`config.mk`:
```
export PLATFORM = sky130hd
export DESIGN_NAME = alarm_buzzer_ctrl
export DESIGN_NICKNAME = d
export VERILOG_FILES = /design/src/rtl/clock_pkg.sv /design/src/rtl/alarm_buzzer_ctrl_tone_gen.sv /design/src/rtl/alarm_buzzer_ctrl.sv
export SDC_FILE = /design/constraint.sdc
export NUM_CORES = 1
export LEC_CHECK = 0
export BUFFER_PORTS_ARGS = -buffer_cell sky130_fd_sc_hd__buf_2
export CORE_MARGIN = 3
export CORE_UTILIZATION = 55
export CTS_CLUSTER_SIZE = 25
export DETAILED_ROUTE_END_ITERATION = 8
export GPL_TIMING_DRIVEN = 0
export PLACE_DENSITY = 0.76
export SLEW_MARGIN = 20
export SYNTH_ARGS = -nofsm -noshare
export SYNTH_HDL_FRONTEND = slang
export SYNTH_SLANG_ARGS = --single-unit
```
`constraint.sdc`:
```
create_clock -name clk -period 2.2 [get_ports clk]
set_clock_uncertainty 0.1 [all_clocks]
set_input_delay 0.66 -clock clk [delete_from_list [all_inputs] [get_ports clk]]
set_output_delay 0.66 -clock clk [all_outputs]
set_load 0.01 [all_outputs]
```
`src/rtl/clock_pkg.sv`:
```
// Shared types and constants for the clock/alarm blocks.
// Holds the alarm FSM state encoding and the BCD helpers.
package clock_pkg;

  localparam int BCD_W = 8;
  localparam logic [BCD_W-1:0] SEC_ZERO = 8'h00;

  typedef enum logic [1:0] {
    IDLE   = 2'd0,
    RING   = 2'd1,
    SNOOZE = 2'd2
  } alarm_state_t;

  // Raw 8-bit equality; BCD digits are deliberately not validated.
  function automatic logic bcd_eq(input logic [BCD_W-1:0] a, input logic [BCD_W-1:0] b);
    return (a == b);
  endfunction

endpackage

```
`src/rtl/alarm_buzzer_ctrl_tone_gen.sv`:
```
// Square-wave tone generator: toggles every TONE_DIV cycles while gate is open,
// otherwise holds the divider at 0 and forces the wave low on the next cycle.
module tone_gen #(
  parameter int TONE_DIV = 12500
) (
  input  logic clk,
  input  logic reset_n,
  input  logic gate,
  output logic wave
);

  localparam int DIV_W = $clog2(TONE_DIV) + 1;
  localparam logic [DIV_W-1:0] DIV_LAST = DIV_W'(TONE_DIV - 1);

  logic [DIV_W-1:0] div_q, div_d;
  logic             wave_q, wave_d;

  // Divider advance and wave toggle at the wrap.
  always_comb begin
    div_d  = '0;
    wave_d = 1'b0;
    if (gate) begin
      if (div_q == DIV_LAST) begin
        div_d  = '0;
        wave_d = ~wave_q;
      end else begin
        div_d  = div_q + DIV_W'(1);
        wave_d = wave_q;
      end
    end else begin
      div_d  = '0;
      wave_d = 1'b0;
    end
  end

  // Divider and wave registers.
  always_ff @(posedge clk) begin
    if (reset_n) begin
      div_q  <= '0;
      wave_q <= 1'b0;
    end else begin
      div_q  <= div_d;
      wave_q <= wave_d;
    end
  end

  assign wave = wave_q;

endmodule

```
`src/rtl/alarm_buzzer_ctrl.sv`:
```
// Alarm detection, ring/snooze FSM, beep cadence and timeout for the buzzer pin.
// Optional snooze support is built when ALARM_SNOOZE_EN is defined.
module alarm_buzzer_ctrl
  import clock_pkg::*;
#(
  parameter int TONE_DIV         = 12500,
  parameter int BEEP_ON_CYC      = 10_000_000,
  parameter int BEEP_PERIOD_CYC  = 25_000_000,
  parameter int RING_TIMEOUT_SEC = 60,
  parameter int SNOOZE_SEC       = 300
) (
  input  logic             clk,
  input  logic             reset_n,
  input  logic             alarm_en,
  input  logic             sec_tick,
  input  logic [BCD_W-1:0] hour_time,
  input  logic [BCD_W-1:0] min_time,
  input  logic [BCD_W-1:0] sec_time,
  input  logic [BCD_W-1:0] hour_alarm,
  input  logic [BCD_W-1:0] min_alarm,
  input  logic             stop_key,
  input  logic             snooze_key,
  output logic             buzzer,
  output logic             ringing,
  output logic             snoozed,
  output logic             led_blink
);

  localparam int CAD_W = $clog2(BEEP_PERIOD_CYC) + 1;
  localparam logic [CAD_W-1:0] CAD_LAST = CAD_W'(BEEP_PERIOD_CYC - 1);
  localparam logic [CAD_W-1:0] CAD_ON   = CAD_W'(BEEP_ON_CYC);
  localparam int SEC_W = $clog2(RING_TIMEOUT_SEC) + 1;
  localparam logic [SEC_W-1:0] SEC_LIM  = SEC_W'(RING_TIMEOUT_SEC);

  alarm_state_t     state_q, state_d;
  logic             match, trig, gate;
  logic             match_q;
  logic [CAD_W-1:0] cad_q, cad_d;
  logic [SEC_W-1:0] sec_cnt_q, sec_cnt_d, sec_inc;
  logic             ringing_q, ringing_d;
  logic             led_blink_q, led_blink_d;

`ifdef ALARM_SNOOZE_EN
  localparam int SNZ_W = $clog2(SNOOZE_SEC) + 1;
  localparam logic [SNZ_W-1:0] SNZ_LIM = SNZ_W'(SNOOZE_SEC);

  logic [SNZ_W-1:0] snz_cnt_q, snz_cnt_d, snz_inc;
  logic             snoozed_q, snoozed_d;
`else
  // Snooze length has no meaning in this build.
  logic             unused_snooze_cfg;
  assign unused_snooze_cfg = |SNOOZE_SEC;
`endif

  // Alarm instant detection and tone gate.
  always_comb begin
    match = bcd_eq(hour_time, hour_alarm) & bcd_eq(min_time, min_alarm) &
            bcd_eq(sec_time, SEC_ZERO);
    trig  = match & ~match_q & alarm_en;
    gate  = (state_q == RING) && (cad_q < CAD_ON);
  end

  // Next-state logic; counters are nonzero only while staying in their own state.
  always_comb begin
    state_d   = state_q;
    cad_d     = '0;
    sec_cnt_d = '0;
    sec_inc   = sec_cnt_q + SEC_W'(1);
`ifdef ALARM_SNOOZE_EN
    snz_cnt_d = '0;
    snz_inc   = snz_cnt_q + SNZ_W'(1);
`endif
    case (state_q)
      IDLE: begin
        if (trig) begin
          state_d = RING;
        end else begin
          state_d = IDLE;
        end
      end
      RING: begin
        if (!alarm_en || stop_key) begin
          state_d = IDLE;
        end else if (snooze_key) begin
`ifdef ALARM_SNOOZE_EN
          state_d = SNOOZE;
`else
          state_d = IDLE;
`endif
        end else if (sec_tick && (sec_inc == SEC_LIM)) begin
          state_d = IDLE;
        end else begin
          state_d   = RING;
          cad_d     = (cad_q == CAD_LAST) ? '0 : cad_q + CAD_W'(1);
          sec_cnt_d = sec_tick ? sec_inc : sec_cnt_q;
        end
      end
`ifdef ALARM_SNOOZE_EN
      SNOOZE: begin
        if (!alarm_en || stop_key) begin
          state_d = IDLE;
        end else if (trig) begin
          state_d = RING;
        end else if (sec_tick && (snz_inc == SNZ_LIM)) begin
          state_d = RING;
        end else begin
          state_d   = SNOOZE;
          snz_cnt_d = sec_tick ? snz_inc : snz_cnt_q;
        end
      end
`endif
      default: begin
        state_d = IDLE;
      end
    endcase
  end

  // Registered status outputs.
  always_comb begin
    ringing_d   = (state_d == RING);
    led_blink_d = gate;
`ifdef ALARM_SNOOZE_EN
    snoozed_d   = (state_d == SNOOZE);
`endif
  end

  // State, counter and output registers.
  always_ff @(posedge clk) begin
    if (reset_n) begin
      state_q     <= IDLE;
      match_q     <= 1'b0;
      cad_q       <= '0;
      sec_cnt_q   <= '0;
      ringing_q   <= 1'b0;
      led_blink_q <= 1'b0;
    end else begin
      state_q     <= state_d;
      match_q     <= match;
      cad_q       <= cad_d;
      sec_cnt_q   <= sec_cnt_d;
      ringing_q   <= ringing_d;
      led_blink_q <= led_blink_d;
    end
  end

`ifdef ALARM_SNOOZE_EN
  // Snooze counter and status register.
  always_ff @(posedge clk) begin
    if (reset_n) begin
      snz_cnt_q <= '0;
      snoozed_q <= 1'b0;
    end else begin
      snz_cnt_q <= snz_cnt_d;
      snoozed_q <= snoozed_d;
    end
  end

  assign snoozed = snoozed_q;
`else
  assign snoozed = 1'b0;
`endif

  tone_gen #(
    .TONE_DIV (TONE_DIV)
  ) u_tone_gen (
    .clk     (clk),
    .reset_n (reset_n),
    .gate    (gate),
    .wave    (buzzer)
  );

  assign ringing   = ringing_q;
  assign led_blink = led_blink_q;

endmodule

```
==> impl_metrics.tcl <==
set metrics [dict create \
    remaining_drc_errors 0 \
    ctsHtreeMaxLevel 2 \
    dr.first_iter.drc_count 226 \
    post-route-period-util_pct 97.7 \
    slew_violations 0 \
    crit_path_max_incr_delay_ns 0.60 \
    power.leakage_nw 1.03 \
    status "completed" \
    vias 2335 \
    final_nets 400 \
    firstDrtPassIters 4 \
    n_antenna_cell 0 \
    power.total_mw 1.57 \
    ys_types 36 \
    synthesis.area_mm2 0.00261 \
    antenna_found_initial 0 \
    powerDensity_mw_per_mm2 512 \
    overflow 0 \
    synth-edff-count 0 \
    syn-num-nets 345 \
    clock_latency_ns 0.31 \
    wl_per_cell_um 13.3 \
    ys_top_cells_by_count "dfxtp_1, xor2_1, nor2_1, nor3_1, nand2_1" \
    ys_seq_elements 52 \
    clk_path_buf_depth 2 \
    grt_start_max_net_pins 17 \
    synthFlopType "dfxtp_1" \
    fin_crit_ns 2.15 \
    cts_setup_buffers 0 \
    crit_fanout 10 \
    vias_per_cell 5.78 \
    fin_area_mm2 0.00306 \
    startpoint_type "flip-flop" \
    critical-path-top-delay-family "simple AND/OR/NAND/NOR gates" \
    synth-seq-area-share_pct 39.8 \
    rsz0062_at_grt "false" \
    syn2layout_area_growth_pct 17.0 \
    port_buffers 48 \
    drive_gt1_share_pct 20.5 \
    grt_pass1_wl_mm 9.27 \
    synth.most_common_cell "dfxtp_1" \
    finalHoldViolCount 0 \
    ys_warn_count 0 \
    grt_util_all_layers_pct 21.0 \
    final-setup-viol-count 0 \
    worstPathCellList "nand4_2 > or4b_4 > buf_6 > or3_1 > a211oi_1" \
    max_freq_mhz 465 \
    yosys.area.top_type "dfxtp_1" \
    pin_count 50 \
    die_area_mm2 0.00561 \
    first_global_vias 2183 \
    endpoint_kind "flip-flop" \
    synth_top_cell_area_share_pct 39.8 \
    cts-buffers-inserted 5 \
    place_hpwl_mm 3.94 \
    initial_core_util_pct 58.4 \
    irDropWorstVdd_uv 290 \
    die_w_um 74.9 \
    cap_violations 0 \
    crit_slowest_cell "or4b_4" \
    core_mm2 0.00447 \
    routabilityCongestion 0.839 \
    reg2reg_slack_ns 0.05 \
    syn_inst 296 \
    place_area_mm2 0.00292 \
    crit_arrival_ns 2.26 \
    avgSynthCellArea_um2 8.83 \
    place_inst 396 \
    crit_buf_inv 1 \
    drtAntennaViolNets 0 \
    wl_mm 5.37 \
    tritoncts "yes" \
    synthArstFlopShare_pct 0 \
    fin_cells 404 \
    critPathKind "flip-flop to flip-flop" \
    synth.area.top_cells "dfxtp_1, xor2_1, xnor2_1" \
    clkTransAtPathRegs_ns 0.10 \
    critPathRequiredTime_ns 2.31 \
    rows 24 \
    die_y_um 74.9 \
    root_buffer "clkbuf_8" \
    numClockSinks 52 \
    hold_class "flip-flop to flip-flop" \
]
-- cell type report --
cell class	count	area, um2
plain buffers	10	53.8
clock buffers	6	72.6
clock inverters	2	16.3
fillers	361	1420
inverters	7	26.3
multi-input cells	227	1540
flip-flops and latches	52	1040
well taps	52	65.1
repair buffers	48	240
-- metrics by stage --
step / utilization [%] / setup WS (ns) / hold WS (ns) / TNS (ns)
after global placement: 65.2 / -0.359 / 0.387 / -9.38
after detailed placement: 65.2 / -0.466 / 0.397 / -12.53
after global routing: 68.3 / 0.00118 / 0.446 / 0
final: 68.3 / 0.0508 / 0.410 / 0
after floorplan: - / 0.238 / 0.370 / 0
after CTS: 68.0 / 0.0217 / 0.416 / 0
-- state kept, by name, summed over array words and instances (netlist names) --
register and count:
cad_q 26, led_blink 1, match_q 1, ringing 1, sec_cnt_q 7, u_tone_gen.div_q 15
u_tone_gen.wave 1
-- power by group --
part           leakage, nW  internal [mW]  switching (mW)
combinational        0.567         0.0449          0.0287
sequential           0.419          0.940   0.00000000264
clock               0.0414          0.227           0.324
-- worst reg2reg max path: stages (launching register included) --
cell and delay, ns:
dfxtp_1 0.46, nand4_2 0.16, or4b_4 0.60, buf_6 0.17, or3_1 0.30, a211oi_1 0.26
-- repair_timing --
item,in CTS,in global routing
endpoints found under the setup margin,30,24
gates cloned,0,0
hold buffers,0,0
gates resized for setup,4,10
-- cells by family (layout without fill, tap and decap cells) --
group                    Yosys count  count (layout)  share of synthesized area [%]
buffers and inverters             17              73                           2.87
adder cells (fa/ha/maj)            3               3                           1.44
flip-flops                        52              52                           39.8
AO/OA/AOI/OAI                     31              31                           9.10
AND/OR/NAND/NOR                  144             144                           30.5
XOR/XNOR                          47              47                           15.8
other                              1               1                          0.144
multiplexers                       1               1                          0.383
-- routing by layer --
layer / up-vias / GRT usage (%) / part of all wire [%]
met4: 0 / 8.89 / 1.4
met2: 84 / 35.7 / 48
met3: 7 / 4.01 / 6.9
met5: - / 0 / 0
li1: 1185 / - / -
met1: 1059 / 25.9 / 44
-- cells in the final DEF (no fill, tap or decap), types with 2 or more instances in the layout --
cell type	count
a211oi_1	11
a211oi_2	2
and3_1	5
buf_2	48
clkbuf_1	5
clkbuf_2	4
clkbuf_8	5
dfxtp_1	52
ha_1	2
inv_1	7
nand2_1	19
nand2b_1	2
nand3_1	17
nand4_1	13
nor2_1	27
nor3_1	20
nor3b_1	6
nor4_1	9
o21ai_0	7
o31ai_1	8
or3_1	7
or4_1	10
xnor2_1	18
xor2_1	29
-- final timing paths --
check           start   endpoint  depth (start not counted)
min reg2reg   match_q    ringing                          3
max reg2reg  cad_q[2]  cad_q[15]                          5
min           match_q    ringing                          3
max          cad_q[2]  cad_q[15]                          5
Power figures use the tool's default switching activity.
